`src/rtl/apb_i2c_bridge.sv`:
```
`default_nettype none
// ============================================================================
//  Module   : apb_i2c_bridge
//  Purpose  : APB3 slave front end for an I2C master. Each APB transfer is
//             turned into one byte request on the master's bus port; the APB
//             access is held (PREADY low) until the master reports completion
//             or a watchdog expires, then the result is returned with a
//             single-cycle PREADY pulse.
//
//  Ports    : clk, reset             - clock, asynchronous active-high reset
//             psel, penable, pwrite,
//             paddr, pwdata          - APB3 request side
//             prdata, pready,
//             pslverr                - APB3 completion side (registered)
//             i2c_ce, i2c_wren,
//             i2c_rden, i2c_addr,
//             i2c_wdata              - request toward the I2C master (registered)
//             i2c_rdata, i2c_error,
//             i2c_ready              - completion from the I2C master
//
//  Revision : 1.0 - initial release
// ============================================================================
module apb_i2c_bridge #(
   parameter int TIMEOUT = 1023,   // max REQ cycles before abort (1..65535)
   parameter int TW      = 16      // watchdog counter width, 2**TW > TIMEOUT
) (
   input  logic       clk,
   input  logic       reset,
   // APB3 slave
   input  logic       psel,
   input  logic       penable,
   input  logic       pwrite,
   input  logic [7:0] paddr,
   input  logic [7:0] pwdata,
   output logic [7:0] prdata,
   output logic       pready,
   output logic       pslverr,
   // I2C master request port
   output logic       i2c_ce,
   output logic       i2c_wren,
   output logic       i2c_rden,
   output logic [7:0] i2c_addr,
   output logic [7:0] i2c_wdata,
   input  logic [7:0] i2c_rdata,
   input  logic       i2c_error,
   input  logic       i2c_ready
);

   typedef enum logic [1:0] {
      S_IDLE = 2'd0,
      S_REQ  = 2'd1,
      S_RESP = 2'd2
   } state_t;

   // Counter value seen in the last permitted REQ cycle. The counter is
   // cleared on entry to REQ, so hitting this value means TIMEOUT cycles
   // have been spent in REQ.
   localparam logic [TW-1:0] c_TMO_LAST = TW'(TIMEOUT - 1);

   state_t          r_state;
   logic [TW-1:0]   r_cnt;
   logic            r_write;     // direction of the in-flight request
   logic [7:0]      r_rdata;     // last byte read from the master

   // Only a genuine setup phase starts a transfer; an access phase seen
   // without its setup phase is ignored.
   logic w_setup;
   assign w_setup = psel & ~penable;

   always_ff @(posedge clk or posedge reset) begin
      if (reset) begin
         r_state   <= S_IDLE;
         r_cnt     <= '0;
         r_write   <= 1'b0;
         r_rdata   <= 8'h00;
         prdata    <= 8'h00;
         pready    <= 1'b0;
         pslverr   <= 1'b0;
         i2c_ce    <= 1'b0;
         i2c_wren  <= 1'b0;
         i2c_rden  <= 1'b0;
         i2c_addr  <= 8'h00;
         i2c_wdata <= 8'h00;
      end else begin
         case (r_state)
            S_IDLE: begin
               if (w_setup) begin
                  r_write   <= pwrite;
                  i2c_addr  <= paddr;
                  i2c_wdata <= pwdata;
                  r_cnt     <= '0;
                  // Request strobes are registered here so they are stable
                  // for every cycle of REQ.
                  i2c_ce    <= 1'b1;
                  i2c_wren  <= pwrite;
                  i2c_rden  <= ~pwrite;
                  r_state   <= S_REQ;
               end
            end

            S_REQ: begin
               r_cnt <= r_cnt + 1'b1;
               // Completion is tested before the watchdog so a ready strobe
               // arriving in the final permitted cycle still delivers the
               // master's data and status.
               if (i2c_ready) begin
                  if (!r_write) begin
                     r_rdata <= i2c_rdata;
                     prdata  <= i2c_rdata;
                  end else begin
                     // Writes leave the read register untouched and report
                     // its current contents.
                     prdata  <= r_rdata;
                  end
                  pslverr  <= i2c_error;
                  pready   <= 1'b1;
                  i2c_ce   <= 1'b0;
                  i2c_wren <= 1'b0;
                  i2c_rden <= 1'b0;
                  r_state  <= S_RESP;
               end else if (r_cnt == c_TMO_LAST) begin
                  r_rdata  <= 8'h00;
                  prdata   <= 8'h00;
                  pslverr  <= 1'b1;
                  pready   <= 1'b1;
                  i2c_ce   <= 1'b0;
                  i2c_wren <= 1'b0;
                  i2c_rden <= 1'b0;
                  r_state  <= S_RESP;
               end
            end

            S_RESP: begin
               // Response data is only visible during the PREADY cycle.
               pready  <= 1'b0;
               prdata  <= 8'h00;
               pslverr <= 1'b0;
               r_state <= S_IDLE;
            end

            default: begin
               pready   <= 1'b0;
               prdata   <= 8'h00;
               pslverr  <= 1'b0;
               i2c_ce   <= 1'b0;
               i2c_wren <= 1'b0;
               i2c_rden <= 1'b0;
               r_state  <= S_IDLE;
            end
         endcase
      end
   end

endmodule
`default_nettype wire
```
`config.mk`:
```
export PLATFORM = sky130hd
export DESIGN_NAME = apb_i2c_bridge
export DESIGN_NICKNAME = d
export VERILOG_FILES = /design/src/rtl/apb_i2c_bridge.sv
export SDC_FILE = /design/constraint.sdc
export NUM_CORES = 1
export LEC_CHECK = 0
export ABC_AREA = 1
export CELL_PAD_IN_SITES_DETAIL_PLACEMENT = 0
export CELL_PAD_IN_SITES_GLOBAL_PLACEMENT = 2
export CORE_ASPECT_RATIO = 1.4
export CORE_MARGIN = 2
export CORE_UTILIZATION = 28
export CTS_CLUSTER_DIAMETER = 100
export CTS_CLUSTER_SIZE = 24
export DETAILED_ROUTE_END_ITERATION = 8
export PLACE_DENSITY = 0.83
export SLEW_MARGIN = 20
export SYNTH_ARGS = -nofsm -noshare
export SYNTH_HDL_FRONTEND = slang
export SYNTH_SLANG_ARGS = --single-unit
```
`constraint.sdc`:
```
create_clock -name clk -period 2.1 [get_ports clk]
set_input_delay 0.42 -clock clk [delete_from_list [all_inputs] [get_ports clk]]
set_output_delay 0.42 -clock clk [all_outputs]
set_load 0.02 [all_outputs]
```
* After elaboration in Yosys (flattened, before gate mapping) *
Cells that the tools add are included.

storage, ports and cells
  memories kept = 0
  latch bits = 0
  word-level logic and storage cells = 55
  output and inout port bits = 29
  register bits after elaboration = 56
  bits in read-only memories = 0
  input port bits = 31
  memory bits (writable) = 0

cells by class
  mux-type cells = 23
  $add $sub $neg = 1
  multipliers = 0
  order comparisons = 0
  bitwise gates (word level) = 5
  shift operators = 0
  reduce and logical (&&, ||, !) cells = 9
  divide/modulo/power cells = 0
  eq/ne operators = 5

operator list
  cell                                              count
  one-hot mux 16 bit (2 select lines)               1
  two-way mux 8 bit                                 3
  adder 16 x 1 -> 16 bit (second input constant)    1
  == test 16 x 10 -> 1 bit (second input constant)  1
  two-way mux 16 bit                                1
  one-hot mux 8 bit (2 select lines)                1
  AND reduction 2 bit                               5
  one-hot mux 1 bit (3 select lines)                3
  two-way mux 1 bit                                 8
  two-way mux 2 bit                                 3
  inverter 1 bit                                    4
  one-hot mux 1 bit (2 select lines)                2
  one-hot mux 2 bit (2 select lines)                1
  nonzero test 2 bit                                2
  != test 3 bit (second input constant)             1
  AND reduction 3 bit                               1
  == test 2 x 1 -> 1 bit (second input constant)    1
  == test 2 bit (second input constant)             1
  zero test 2 bit                                   1
  != test 2 bit (second input constant)             1
  AND 1 bit                                         1

* Depth between registers and ports, before layout *
  depth in word-level cells = 4
  gate-level depth with buffers = 9
  mapped depth without buffers = 9

* Worst setup path after synthesis *
No wires, ideal clock.

  path type = register -> register
  start point = register r_cnt[0]
  end point = register prdata[5]
  stages on the path, launching flop included = 10
  setup slack = 0.822 ns
  arrival time = 1.154 ns
  setup time = 0.124 ns
  buffers on the path = 0
  data required time = 1.976 ns
  period minus slack after synthesis = 1.278 ns
  cells stage by stage = dfrtp_1 -> inv_1 -> ha_1 -> nand3_1 -> nor2_1 -> nand2_1 -> nand3_1 -> nand2_2 -> nand2_1 -> nand2_1

between the ends
  longest elaborated chain between the ends = 3

RTL lines
  what                           line  source
  from (decl)                    61    logic [TW-1:0] r_cnt;
  from (signal assigned)         102   r_cnt <= r_cnt + 1'b1;
  == test 16 x 10 -> 1 bit       121   end else if (r_cnt == c_TMO_LAST) begin
  != test 3 bit (no line)        n/a
  AND reduction 2 bit (no line)  n/a
  to (signal assigned)           109   prdata <= i2c_rdata;
  to (signal assigned)           113   prdata <= r_rdata;
  to (decl)                      35    output logic [7:0] prdata,

Every way passes these cells.
A chain may end at the register's enable or synchronous reset.

* Worst setup path after layout *
  start point = register pready
  end point = output pready

RTL lines
  what                    line  source
  from (decl)             36    output logic pready,
  from (signal assigned)  77    pready <= 1'b0;
  from (signal assigned)  116   pready <= 1'b1;
  from (signal assigned)  125   pready <= 1'b1;

No word-level cell between the ends.

==> impl_metrics.json <==
{
  "power_w": 0.00343,
  "htree_levels": 2,
  "grt_pass1_vias": 2134,
  "crit_required_ps": 1680,
  "path_clk_slew_ps": 70,
  "hp-class": "flip-flop to flip-flop",
  "fin_nets": 412,
  "cp.buffers_inverters": 1,
  "clockBufferDepth": 2,
  "period_share": 0.807,
  "cpMaxStageDelayCell": "clkdlybuf4s50_1",
  "syn_avg_cell_area_um2": 8.06,
  "syn_to_final_growth_pct": 35.3,
  "initial_utilization": 0.285,
  "vias": 2100,
  "ys_ff_latch": 56,
  "slew_viol_final": 0,
  "slowest_delay_ps": 620,
  "power_density_nw_per_um2": 999,
  "ant_nets": 0,
  "arrival_ps": 1280,
  "first_iter_violations": 90,
  "path_max_fanout": 2,
  "first_pass_iters": 4,
  "drt-wirelength-per-cell_um": 12.3,
  "end_kind": "output port",
  "tritoncts": "yes",
  "synthTopCellsByArea": "dfrtp_1, nand2_1, inv_1",
  "p_clk_frac": 0.295,
  "grt_remaining_overflow": 0,
  "portBuffers": 59,
  "power_frac_comb": 0.273,
  "ioPinCount": 60,
  "clock-root-buffer": "clkbuf_16",
  "worstMarginPinSlew_ps": 458,
  "setup_viol": 0,
  "post-dp-hpwl_um": 4290,
  "leakagePower_nw": 1.74,
  "status": "finished clean",
  "synth.distinct_cells": 23,
  "seq_area_frac_synth": 0.552,
  "hold_viol": 0,
  "cts_setup_buffers": 0,
  "pwr-share-seq": 0.432,
  "clock_latency_ps": 300,
  "grt_max_degree": 36,
  "internal_power_w": 0.00237,
  "cp_top_family": "buffers and inverters",
  "diodes": 0,
  "start_kind": "flip-flop",
  "switching_share": 0.308,
  "yosys.area.top_type": "dfrtp_1",
  "num_rows": 41,
  "ctsResizeCount": 0,
  "postSynthCellCount": 315,
  "grt_pass1_wl_um": 10100,
  "synth_top_area_frac": 0.552,
  "drive_gt1_frac": 0.0737,
  "grt_use_total": 0.130,
  "setup_tns_ps": 0,
  "fin_cells": 487,
  "die_y_um": 117,
  "cts.sinks": 56,
  "die_w_um": 84.5,
  "gp_congestion": 0.731,
  "ys_warn_count": 0,
  "placedCellCount": 479,
  "core_area_um2": 8930,
  "critPathKind": "flip-flop to output port",
  "synth_area_um2": 2540,
  "max_freq_mhz": 590,
  "max-slew-margin-rel": 0.694,
  "max-vdd-ir-drop_v": 0.000490,
  "antenna_found_initial": 0,
  "holdWs_ps": 469,
  "postCtsHoldBufs": 0,
  "skew_ps": 7.21,
  "switchingPower_w": 0.00106,
  "dieArea_um2": 9860,
  "viasPerCell": 4.31,
  "post-route-min-period_ps": 1700,
  "maxCapViolCount": 0,
  "cts_buffers": 5,
  "path_cells": "clkdlybuf4s50_1",
  "drt_wl_total_um": 6000,
  "rsz0062_at_grt": "false",
  "mappedNetlistNets": 348,
  "drc_errors": 0
}
[power groups by stage]
stage / registers [W] / clock network, W / logic, W
final: 0.00148 / 0.00101 / 0.000938
after global routing: 0.00151 / 0.00108 / 0.00105
after CTS: 0.00148 / 0.00105 / 0.000958
after detailed placement: 0.00150 / 0 / 0.000952
after global placement: 0.00149 / 0 / 0.000950
after floorplan: 0.00164 / 0 / 0.000359
[synthesized netlist by cell type]
library cell and n:
a21oi_1 7, and2_1 1, buf_2 3, buf_4 2, buf_6 1, dfrtp_1 56
ha_1 2, inv_1 30, inv_2 1, inv_4 1, nand2_1 148, nand2_2 3
nand3_1 8, nand3_2 2, nand4_1 3, nor2_1 15, nor2_2 2, nor2_4 4
nor3_1 2, o211ai_1 3, o21ai_0 18, or2_0 1, or2_2 2
[area by class of cell]
| cell class | instances | area (um^2) |
|---|---|---|
| fill | 963 | 5490 |
| sequential | 56 | 1400 |
| multi-input combinational | 221 | 975 |
| timing repair buffer | 63 | 621 |
| clock buffer | 7 | 153 |
| tap | 107 | 134 |
| inverter | 32 | 123 |
| clock inverter | 1 | 30.0 |
[flip-flops by register name (all words and copies together) (netlist names)]
name,flops
pslverr,1
i2c_addr,8
r_rdata,8
i2c_wren,1
i2c_ce,1
i2c_wdata,8
r_write,1
r_state,2
i2c_rden,1
pready,1
prdata,8
r_cnt,16
[per-stage QoR]
step	utilization	cell area [um^2]	setup slack, ps
6_report	0.385	3440	405
5_1_grt	0.385	3440	333
4_1_cts	0.385	3440	382
3_5_place_dp	0.364	3250	323
3_3_place_gp	0.364	3250	390
2_1_floorplan	-	2540	309
[logic make-up (layout without fill, tap and decap cells)]
kind of cell / after synthesis / in the layout / share of synthesized area
fa+ha+maj: 2 / 2 / 0.00985
compound gates: 28 / 28 / 0.0581
flops: 56 / 56 / 0.552
buf+inv: 38 / 103 / 0.0645
simple gates: 191 / 191 / 0.316
[metal layers]
metal | wire [um] | GRT usage | part of all wire
met5 | 0 | 0 | 0
met4 | 102 | 0.0540 | 0.017
met3 | 202 | 0.0297 | 0.034
met2 | 2990 | 0.229 | 0.50
met1 | 2700 | 0.153 | 0.45
[placed cells by master, fill, tap and decap left out, types with 4 or more instances in the layout]
cell type,Yosys,final
nand2_1,148,148
nand3_1,8,8
nor2_4,4,4
clkbuf_16,0,5
clkdlybuf4s50_1,0,59
a21oi_1,7,7
nor2_1,15,15
buf_4,2,4
dfrtp_1,56,56
o21ai_0,18,18
inv_1,30,29
[path summary, 6_finish.rpt]
check	startpoint	endpoint	slack (ps)	cells past startpoint
worst max-delay path	pready	pready	400	1
worst min register to register	i2c_addr[4]	i2c_addr[4]	470	2
worst max register to register	r_cnt[0]	prdata[5]	540	9
worst min-delay path	i2c_addr[4]	i2c_addr[4]	470	2
max in group asynchronous	reset	r_cnt[6]	1230	3
min in group asynchronous	reset	i2c_wdata[1]	480	3
[worst reg2reg max path, delay by kind of cell (launching register included)]
family,cells,cell delay (ps)
buffers and inverters,1,100
adders and majority gates,1,150
and+or+nand+nor,7,770
DFF,1,420
No activity file was read; power rests on OpenSTA's default activity.
